### src/rtl/alu16_seq_pkg.sv
// ============================================================================
// Module   : alu16_pkg
// Brief    : Shared widths and FSM state type for the nibble-serial 74181 ALU.
// Revision : 1.0
// ============================================================================
`default_nettype none

package alu16_pkg;

   localparam int WIDTH   = 16;
   localparam int NIBBLES = 4;
   localparam int NIB_W   = 4;
   localparam int IDX_W   = 2;

   typedef enum logic [1:0] {
      IDLE = 2'd0,
      RUN  = 2'd1,
      DONE = 2'd2
   } state_t;

endpackage

`default_nettype wire

### src/rtl/alu16_seq_if.sv
// ============================================================================
// Module   : alu16_seq_if
// Brief    : Request/response bundle for alu16_seq (valid/ready on both sides).
// Revision : 1.0
// ============================================================================
`default_nettype none

interface alu16_seq_if;
   import alu16_pkg::*;

   logic             in_valid;
   logic             in_ready;
   logic [WIDTH-1:0] a;
   logic [WIDTH-1:0] b;
   logic [3:0]       s;
   logic             m;
   logic             cin_n;
   logic             out_valid;
   logic             out_ready;
   logic [WIDTH-1:0] f;
   logic             cout_n;
   logic             aeq_b;
   logic             zero;

   modport master (
      output in_valid, a, b, s, m, cin_n, out_ready,
      input  in_ready, out_valid, f, cout_n, aeq_b, zero
   );

   modport slave (
      input  in_valid, a, b, s, m, cin_n, out_ready,
      output in_ready, out_valid, f, cout_n, aeq_b, zero
   );

endinterface

`default_nettype wire

### src/rtl/alu_74181.sv
// ============================================================================
// Module   : alu_74181
// Brief    : 4-bit 74181 ALU slice, active-high data, active-low carries.
// Revision : 1.0
// ============================================================================
`default_nettype none

module alu_74181 (
   input  wire logic [3:0] a,
   input  wire logic [3:0] b,
   input  wire logic [3:0] s,
   input  wire logic       m,
   input  wire logic       cn_n,
   output logic      [3:0] f,
   output logic            cn4_n,
   output logic            aeq_b
);

   logic [3:0] w_x;
   logic [3:0] w_y;
   logic       w_nc;

   // w_x/w_y are the inverted propagate/generate terms of the original part
   assign w_x = ~(a | (b & {4{s[0]}}) | (~b & {4{s[1]}}));
   assign w_y = ~((a & ~b & {4{s[2]}}) | (a & b & {4{s[3]}}));

   always_comb begin
      f    = '0;
      w_nc = cn_n;
      for (int i = 0; i < 4; i++) begin
         f[i] = ~(w_x[i] ^ w_y[i]) ^ (~m & w_nc);
         w_nc = w_y[i] & (w_x[i] | w_nc);
      end
      cn4_n = w_nc;
   end

   assign aeq_b = &f;

endmodule

`default_nettype wire

### src/rtl/alu16_seq.sv
// ============================================================================
// Module   : alu16_seq
// Brief    : 16-bit 74181 operation computed over four cycles on one 4-bit slice.
// Revision : 1.0
// ============================================================================
`default_nettype none

module alu16_seq
   import alu16_pkg::*;
(
   input  wire logic  clk,
   input  wire logic  rst,
   alu16_seq_if.slave bus
);

   state_t           r_state;
   logic [IDX_W-1:0] r_idx;
   logic [WIDTH-1:0] r_a;
   logic [WIDTH-1:0] r_b;
   logic [3:0]       r_s;
   logic             r_m;
   logic             r_cin_n;
   logic [WIDTH-1:0] r_f;
   logic             r_cout_n;
   logic             r_aeq;
   logic             r_out_valid;
   logic             r_in_ready;

   logic [NIB_W-1:0] w_a_nib;
   logic [NIB_W-1:0] w_b_nib;
   logic [NIB_W-1:0] w_f_nib;
   logic             w_cn_n;
   logic             w_cn4_n;
   logic             w_e;

   assign w_a_nib = r_a[{r_idx, 2'b00} +: NIB_W];
   assign w_b_nib = r_b[{r_idx, 2'b00} +: NIB_W];
   // Nibble 0 takes the captured carry; later nibbles take the previous Cn4.
   assign w_cn_n  = (r_idx == '0) ? r_cin_n : r_cout_n;

   alu_74181 u_alu (
      .a     (w_a_nib),
      .b     (w_b_nib),
      .s     (r_s),
      .m     (r_m),
      .cn_n  (w_cn_n),
      .f     (w_f_nib),
      .cn4_n (w_cn4_n),
      .aeq_b (w_e)
   );

   always_ff @(posedge clk or posedge rst) begin
      if (rst) begin
         r_state     <= IDLE;
         r_idx       <= '0;
         r_a         <= '0;
         r_b         <= '0;
         r_s         <= '0;
         r_m         <= 1'b0;
         r_cin_n     <= 1'b1;
         r_f         <= '0;
         r_cout_n    <= 1'b1;
         r_aeq       <= 1'b0;
         r_out_valid <= 1'b0;
         r_in_ready  <= 1'b1;
      end else begin
         case (r_state)
            IDLE: begin
               if (bus.in_valid) begin
                  r_a        <= bus.a;
                  r_b        <= bus.b;
                  r_s        <= bus.s;
                  r_m        <= bus.m;
                  r_cin_n    <= bus.cin_n;
                  r_idx      <= '0;
                  r_aeq      <= 1'b1;
                  r_in_ready <= 1'b0;
                  r_state    <= RUN;
               end
            end
            RUN: begin
               r_f[{r_idx, 2'b00} +: NIB_W] <= w_f_nib;
               r_cout_n <= w_cn4_n;
               r_aeq    <= r_aeq & w_e;
               r_idx    <= r_idx + 1'b1;
               if (r_idx == IDX_W'(NIBBLES - 1)) begin
                  r_out_valid <= 1'b1;
                  r_state     <= DONE;
               end
            end
            DONE: begin
               if (bus.out_ready) begin
                  r_out_valid <= 1'b0;
                  r_in_ready  <= 1'b1;
                  r_state     <= IDLE;
               end
            end
            default: begin
               r_out_valid <= 1'b0;
               r_in_ready  <= 1'b1;
               r_state     <= IDLE;
            end
         endcase
      end
   end

   assign bus.in_ready  = r_in_ready;
   assign bus.out_valid = r_out_valid;
   assign bus.f         = r_f;
   assign bus.cout_n    = r_cout_n;
   assign bus.aeq_b     = r_aeq;
   assign bus.zero      = (r_f == '0);

endmodule

`default_nettype wire

### src/flat_wrapper.sv
// flat-port wrapper written by rule: the top's interface ports become plain ports
module alu16_seq_flat import alu16_pkg::*;
  (clk, rst, bus_in_valid, bus_a, bus_b, bus_s, bus_m, bus_cin_n, bus_out_ready, bus_in_ready, bus_out_valid, bus_f, bus_cout_n, bus_aeq_b, bus_zero);
  alu16_seq_if bus_i ();
  input  wire logic clk;
  input  wire logic rst;
  input wire logic [$bits(bus_i.in_valid)-1:0] bus_in_valid;
  input wire logic [$bits(bus_i.a)-1:0] bus_a;
  input wire logic [$bits(bus_i.b)-1:0] bus_b;
  input wire logic [$bits(bus_i.s)-1:0] bus_s;
  input wire logic [$bits(bus_i.m)-1:0] bus_m;
  input wire logic [$bits(bus_i.cin_n)-1:0] bus_cin_n;
  input wire logic [$bits(bus_i.out_ready)-1:0] bus_out_ready;
  output wire logic [$bits(bus_i.in_ready)-1:0] bus_in_ready;
  output wire logic [$bits(bus_i.out_valid)-1:0] bus_out_valid;
  output wire logic [$bits(bus_i.f)-1:0] bus_f;
  output wire logic [$bits(bus_i.cout_n)-1:0] bus_cout_n;
  output wire logic [$bits(bus_i.aeq_b)-1:0] bus_aeq_b;
  output wire logic [$bits(bus_i.zero)-1:0] bus_zero;
  assign bus_i.in_valid = bus_in_valid;
  assign bus_i.a = bus_a;
  assign bus_i.b = bus_b;
  assign bus_i.s = bus_s;
  assign bus_i.m = bus_m;
  assign bus_i.cin_n = bus_cin_n;
  assign bus_i.out_ready = bus_out_ready;
  assign bus_in_ready = bus_i.in_ready;
  assign bus_out_valid = bus_i.out_valid;
  assign bus_f = bus_i.f;
  assign bus_cout_n = bus_i.cout_n;
  assign bus_aeq_b = bus_i.aeq_b;
  assign bus_zero = bus_i.zero;
  alu16_seq u_core (.clk(clk), .rst(rst), .bus(bus_i));
endmodule
### config.mk
export PLATFORM = sky130hd
export DESIGN_NAME = alu16_seq_flat
export DESIGN_NICKNAME = d
export VERILOG_FILES = /design/src/rtl/alu16_seq_pkg.sv /design/src/rtl/alu16_seq_if.sv /design/src/rtl/alu_74181.sv /design/src/rtl/alu16_seq.sv /design/src/flat_wrapper.sv
export SDC_FILE = /design/constraint.sdc
export NUM_CORES = 1
export LEC_CHECK = 0
export ABC_AREA = 1
export CORE_MARGIN = 5
export CORE_UTILIZATION = 41
export CTS_CLUSTER_DIAMETER = 120
export DETAILED_ROUTE_END_ITERATION = 12
export GPL_TIMING_DRIVEN = 0
export PLACE_DENSITY = 0.79
export SYNTH_ARGS = -nofsm -noshare
export SYNTH_HDL_FRONTEND = slang
export SYNTH_SLANG_ARGS = --single-unit
### constraint.sdc
create_clock -name clk -period 1.9 [get_ports clk]
set_input_delay 0.285 -clock clk [delete_from_list [all_inputs] [get_ports clk]]
set_output_delay 0.285 -clock clk [all_outputs]
set_load 0.05 [all_outputs]
==> results.cfg <==
[finish]
n_antenna_cell = 0
final_common_cell = nand2_1
area_growth_pct = 46.7
nFillCells = 596
multi_input_area_um2 = 1620
regArea_um2 = 1560
mostFrequentLayoutCells = nand2_1 (157), clkdlybuf4s50_1 (59), dfrtp_1 (58), inv_1 (31)
design_area_um2 = 4600
nNetsFinal = 543
drive_gt1_frac = 0.248
fin_cells = 598

[grt]
met1_usage = 0.228
gr-usage-met2 = 0.307
grt_antenna_before_repair = 0
grt_use_met3 = 0.0409
grt_usage = 0.182
busiest_layer = met2
grt_pass1_vias = 3030
grt_pass1_wl_um = 14100
grt_start_max_net_pins = 39
overflow = 0

[setup_path]
worstPathMaxFanout = 7
crit_family = simple AND/OR/NAND/NOR gates
max_stage_delay_ps = 440
path_cells = inv_2 -> buf_6 -> buf_12 -> ha_4 -> inv_6 -> nand2_4 -> o21ai_4 -> nand2_2 -> nand2_4 -> buf_4 -> o21ai_2 -> nand2_2 -> nor2_4 -> nand2_2 -> o21ai_2
arrival_ps = 2380
end_kind = flip-flop
crit_buf_inv = 5
critPathSlowestCell = dfrtp_2
crit_required_ps = 2170
cpMostUsedCell = nand2_2
path_class = flip-flop to flip-flop
critPathLaunchType = flip-flop

[route]
drt-wirelength-per-cell_um = 14.6
drc = 0
vias = 3035
drt_iter0_markers = 206
ant_nets = 0
drt-total-wl_um = 8750
via_per_inst = 5.08
first_pass_iters = 4

[cts]
clk_path_buf_depth = 2
cts_buffers = 9
cts_hold_buf = 0
clkLatencyLatePin_ps = 340
clk_pin_slew_ps = 60
clock_sinks = 62
root_buffer = clkbuf_8
cts_max_level = 3
cts_tree = yes

[yosys]
yosys-top-cells-area = dfrtp_1 (47%), nand2_1 (21%), inv_1 (4.2%)
synth-seq-cells = 62
yosysWarnings = 0
synth_mux_area_frac = 0
synth_xor_area_frac = 0.00279
synth_top_area_frac = 0.471
yosys.area_share.adder = 0.0240
synth_top_family_by_area = simple AND/OR/NAND/NOR gates
synth_cell_types = 30
ys_seq_area_frac = 0.496
synth_area_leader_cell = dfrtp_1
yosys.area_share.simple = 0.309
synthCells = 397
syn-num-nets = 445
synth_compound_area_frac = 0.0926
synth_area_um2 = 3130
avgSynthCellArea_um2 = 7.89

[hold_path]
min_path_type = primary input to asynchronous set/reset pin

[run_status]
violations = negative setup slack
status = finished, violations left

[floorplan]
dieArea_um2 = 9490
die_h_um = 97.4
coreArea_um2 = 7330
start_util = 0.428
ios = 63
rows = 31
dieWidth_um = 97.4

[timing]
relSlewSlack = 0.653
slew_viol_final = 0
fin_crit_ps = 2100
rsz0062_at_grt = yes
hold_viol_final = 0
finClkSkew_ps = 7.56
period_share = 1.11
worstMarginPinSlew_ps = 520
setup_slack_ps = -202
fmax_ghz = 0.476
setup_viol = 15

[place]
place_congestion = 0.906
numPortBuffers = 62
placed_area_um2 = 3920
dp_cells = 559
dp_hpwl_um = 5710

[run]
max-cap-violations = 0
cell families after synthesis:
| kind of cell | Yosys count |
|---|---|
| buffers and inverters | 51 |
| AOI/OAI and AO/OA | 43 |
| xor gates and xnor gates | 1 |
| and+or+nand+nor | 234 |
| adders and majority gates | 6 |
| DFF | 62 |
flip-flops by register name, indices dropped and copies added (netlist names), 2 cells and up:
name / flops
u_core.bus.f: 16
u_core.r_a: 16
u_core.r_b: 16
u_core.r_idx: 2
u_core.r_s: 4
u_core.r_state: 2
final timing paths:
path                            slack [ps]  cells after the start                   startpoint                             to
worst max-delay path                  -200                     15  u_core.r_idx[0]$_DFFE_PP0P_   u_core.bus.f[13]$_DFFE_PP0P_
worst min-delay path                   300                      2                          rst    u_core.bus.f[5]$_DFFE_PP0P_
worst max register to register        -200                     15  u_core.r_idx[0]$_DFFE_PP0P_   u_core.bus.f[13]$_DFFE_PP0P_
worst min register to register         480                      2   u_core.r_b[10]$_DFFE_PP0P_     u_core.r_b[10]$_DFFE_PP0P_
max in group asynchronous              950                      3                          rst  u_core.bus.cout_n$_DFFE_PP1P_
min in group clk                       480                      3                     bus_a[7]      u_core.r_a[7]$_DFFE_PP0P_
per-layer routing:
layer	vias up	wire length, um
met2	119	4390
met4	0	211
li1	1457	-
met1	1438	3610
met5	-	0
met3	21	533
Yosys cell counts:
cell type,n
nand2_1,174
dfrtp_1,59
inv_1,35
nand3_1,23
o21ai_0,17
nor2_1,15
clkbuf_1,8
ha_1,6
nand2_2,6
nand4_1,6
o22ai_1,6
o211ai_2,5
o21ai_1,5
buf_6,4
a21oi_1,3
a21oi_2,3
dfstp_2,3
nor3_1,3
nor4_1,3
a22o_1,2
inv_2,2
buf_4,1
buf_8,1
nand3_2,1
nand4_2,1
nor2_2,1
o21ai_2,1
o22ai_2,1
or2_2,1
xnor2_1,1
what timing repair did:
item | CTS | global route
endpoints found under the setup margin | 21 | 49
resized for setup | 32 | 53
pin swaps | 16 | 19
setup buffers | 16 | 8
layout make-up:
cell class	count	area share
tap	99	0.0269
timing repair buffer	87	0.184
sequential	62	0.339
multi-input combinational	284	0.352
buffer	14	0.0253
clock buffer	14	0.0354
inverter	37	0.0313
clock inverter	1	0.00653
through the flow:
step / TNS, ps / hold slack (ps) / utilization / setup slack [ps]
after floorplan: 0 / 377 / - / 21.8
after global placement: -62680 / 460 / 0.532 / -918
after detailed placement: -10060 / 465 / 0.535 / -280
after CTS: -172 / 317 / 0.590 / -52.3
after global routing: -3110 / 354 / 0.627 / -277
final: -1810 / 305 / 0.627 / -202
Power is not shown: default switching activity piles up to over one toggle a cycle in this logic, so the estimate is an artifact.
==> RTL change 1 (same flow settings) <==
Set the package constant `IDX_W` to 1 (it was 2).
--- a/src/rtl/alu16_seq_pkg.sv
+++ b/src/rtl/alu16_seq_pkg.sv
@@ -10,7 +10,7 @@
    localparam int WIDTH   = 16;
    localparam int NIBBLES = 4;
    localparam int NIB_W   = 4;
-   localparam int IDX_W   = 2;
+   localparam int IDX_W   = 1;
 
    typedef enum logic [1:0] {
       IDLE = 2'd0,
Formal check against the unedited RTL: not equivalent (a bounded check fails within 4 cycles, from zero or initial values and one cycle with rst high).
==> RTL change 1 against the unedited design <==
- synthesized cell count fell by 37%
- routed wire length decreased by 49%
- cell count down 39%
- design area down 42%
- critical endpoint is now u_core.bus.f[7]
- non-clock buffer count shrank 42
- area after synthesis is 38% lower
- setup slack gained 310 ps
- hold slack better by 140 ps
- sequential cell count is 25 lower
- largest cell class is now flip-flops and latches
==> RTL change 1: results (changes against the unedited design) <==
synth.area.mux_share_pct: 0  # unchanged
grt_max_degree: 38  # was 39
clk-insertion-delay-late_ps: 280  # was 340 ps
arrival_ps: 1970  # was 2380 ps
yosys.area_share.xor_xnor_pct: 0.450  # was 0.279%
drive_above_1_share_pct: 20.5  # was 24.8%
synth-compound-area-share_pct: 7.84  # was 9.26%
area_share_clock_buf_inv_pct: 4.37  # was 4.19%
status: "finished clean"  # was finished, violations left
finalClockSkew_ps: 2.82  # was 7.56 ps
fill_cells: 422  # was 596
instances_no_fill: 366  # was 598
ctsHtreeMaxLevel: 2  # was 3
grt_pass1_wl_um: 7330  # was 14,100 um
drt_iter0_drc: 156  # was 206
inv_count: 25  # was 37
antenna_cells: 0  # unchanged
grt_use_total_pct: 14.7  # was 18.2%
ys_ff_latch: 37  # was 62
post_drt_wl_per_cell_um: 12.1  # was 14.6 um
cts_buffers: 5  # was 9
vdd_drop_max_v: 0.000693
multi_input_area_um2: 927  # was 0.00162 mm2
yosysSeqAreaShare_pct: 47.7  # was 49.6%
hpwl_um: 3290  # was 5710 um
pre_cts_ws_ps: -25.4  # was -280 ps
clockPowerShare_pct: 12.4
synth_common_cells: "nand2_1 (106), dfrtp_1 (34), inv_1 (23)"  # was nand2_1 (174), dfrtp_1 (59), inv_1 (35)
multi_input_comb_cells: 183  # was 284
cts.repair.resized: 5  # was 32
nNetsFinal: 353  # was 543
area_delta_synth_final_pct: 36.8  # was 46.7%
synth_area_leaders: "dfrtp_1 (44%), nand2_1 (20%), inv_1 (4.4%)"  # was dfrtp_1 (47%), nand2_1 (21%), inv_1 (4.2%)
min_path_type: "input pin to asynchronous set/reset pin"  # unchanged
worstMarginPinSlew_ps: 746  # was 520 ps
signal_buffers: 59  # was 101
area_share_nonclk_buffers_pct: 19.9  # was 21.0%
io_buffers: 38  # was 62
seq_share_pct: 34.9  # was 33.9%
netlist_instances: 252  # was 397
ys_types: 27  # was 30
cp_max_fo: 8  # was 7
synth-adder-area-share_pct: 0  # was 2.40%
-- RTL change 1: path summary, 6_finish.rpt --
check | end | slack (ps) | from | depth (start not counted)
max | u_core.bus.f[7] | 110 | u_core.r_idx | 15
min | u_core.bus.out_valid | 440 | rst | 2
max reg2reg | u_core.bus.f[7] | 110 | u_core.r_idx | 15
min reg2reg | u_core.bus.in_ready | 470 | u_core.bus.in_ready | 2
max in group asynchronous | u_core.r_idx | 940 | rst | 2
min in group clk | u_core.bus.in_ready | 470 | u_core.bus.in_ready | 2
-- RTL change 1: routing by layer --
metal  routed length [um]  share of wire (%)  track usage, %
met2                 2220                 50            24.5
met3                  310                7.0            3.51
met4                   58                1.3            5.15
met5                    0                  0               0
met1                 1840                 42            18.8
-- RTL change 1: critical path: cells and delay by family (launching register included) --
kind | cells | cell delay [ps]
simple gates | 9 | 720
flops | 1 | 450
buf+inv | 4 | 340
compound gates | 2 | 180
==> RTL change 2 (config.mk and constraints unchanged) <==
Made on the original files. The 3 states of `state_t` get a one-hot encoding in 3 bits.
--- a/src/rtl/alu16_seq_pkg.sv
+++ b/src/rtl/alu16_seq_pkg.sv
@@ -12,10 +12,10 @@
    localparam int NIB_W   = 4;
    localparam int IDX_W   = 2;
 
-   typedef enum logic [1:0] {
-      IDLE = 2'd0,
-      RUN  = 2'd1,
-      DONE = 2'd2
+   typedef enum logic [2:0] {
+      IDLE = 3'b001,
+      RUN  = 3'b010,
+      DONE = 3'b100
    } state_t;
 
 endpackage
Check against the original RTL: no difference found for any inputs over 10 cycles, from zero or initial values and one cycle with rst high; not proved beyond that.
==> RTL change 2 against the unedited design <==
- the run still ends with setup timing left
- routed wire length is 9.7% lower
- critical path depth is 1 lower
- design area is 0.79% lower
- largest cell class is now flip-flops and latches
- sequential cell count is 1 higher
- area after synthesis is 2.8% higher
- setup slack better by 170 ps
==> RTL change 2: results (changes against the unedited design) <==
seq_share_pct: 34.7  # was 33.9%
grt_max_degree: 36  # was 39
fin_ws_ps: -35.5  # was -202 ps
drive_above_1_share_pct: 33.1  # was 24.8%
syn-num-nets: 390  # was 445
final_util_pct: 59.3  # was 62.7%
grt_use_total_pct: 16.5  # was 18.2%
cp_max_fo: 6  # was 7
finalClockSkew_ps: 6.97  # was 7.56 ps
setup_viol_count_final: 6  # was 15
synth_common_cells: "nand2_1 (76), dfrtp_1 (59), inv_1 (37)"  # was nand2_1 (174), dfrtp_1 (59), inv_1 (35)
signal_buffers: 91  # was 101
dp_cells: 507  # was 559
violations: "setup timing"  # unchanged
area_share_nonclk_buffers_pct: 19.5  # was 21.0%
hpwl_um: 5490  # was 5710 um
nNetsFinal: 481  # was 543
synth_area_leaders: "dfrtp_1 (46%), mux2_2 (10%), nand2_1 (8.9%)"  # was dfrtp_1 (47%), nand2_1 (21%), inv_1 (4.2%)
synth-adder-area-share_pct: 2.33  # was 2.40%
tns_ps: -134  # was -1810 ps
synth-compound-area-share_pct: 9.16  # was 9.26%
rows: 32  # was 31
status: "finished, violations left"  # unchanged
ys_types: 32  # was 30
synth.area.mux_share_pct: 10.5  # was 0%
rr_worst_depth: 14  # was 15
ys_ff_latch: 63  # was 62
dr_wl_met3_um: 453  # was 533 um
fill_cells: 643  # was 596
gr-usage-met1_pct: 19.8  # was 22.8%
drt_iter0_drc: 120  # was 206
power.total_w: 0.00960
-- RTL change 2: cell count changes in the layout (fill, tap and decap cells not counted), moves of 4 or more --
cell | before | now
nor2_2 | 5 | 1
nor2_1 | 10 | 22
clkinv_2 | 0 | 4
buf_6 | 7 | 1
nand2_1 | 157 | 63
o21ai_0 | 14 | 4
mux2_2 | 0 | 30
a21oi_1 | 2 | 10
nand3_2 | 14 | 9
o21ai_2 | 4 | 8
clkbuf_1 | 10 | 3
-- RTL change 2: what timing repair did --
| action | 4_1_cts | 5_1_grt |
|---|---|---|
| gates resized for setup | 32 | 28 |
| pin swaps | 13 | 21 |
| buffers inserted | 12 | 5 |
| setup endpoints to repair | 31 | 18 |
| cloned | 1 | 0 |
-- RTL change 2: critical path: cells and delay by family, from the launching register on --
family	cells	cell delay, ps
buffers and inverters	1	150
DFF	1	450
AOI/OAI and AO/OA	1	100
and+or+nand+nor	12	1170
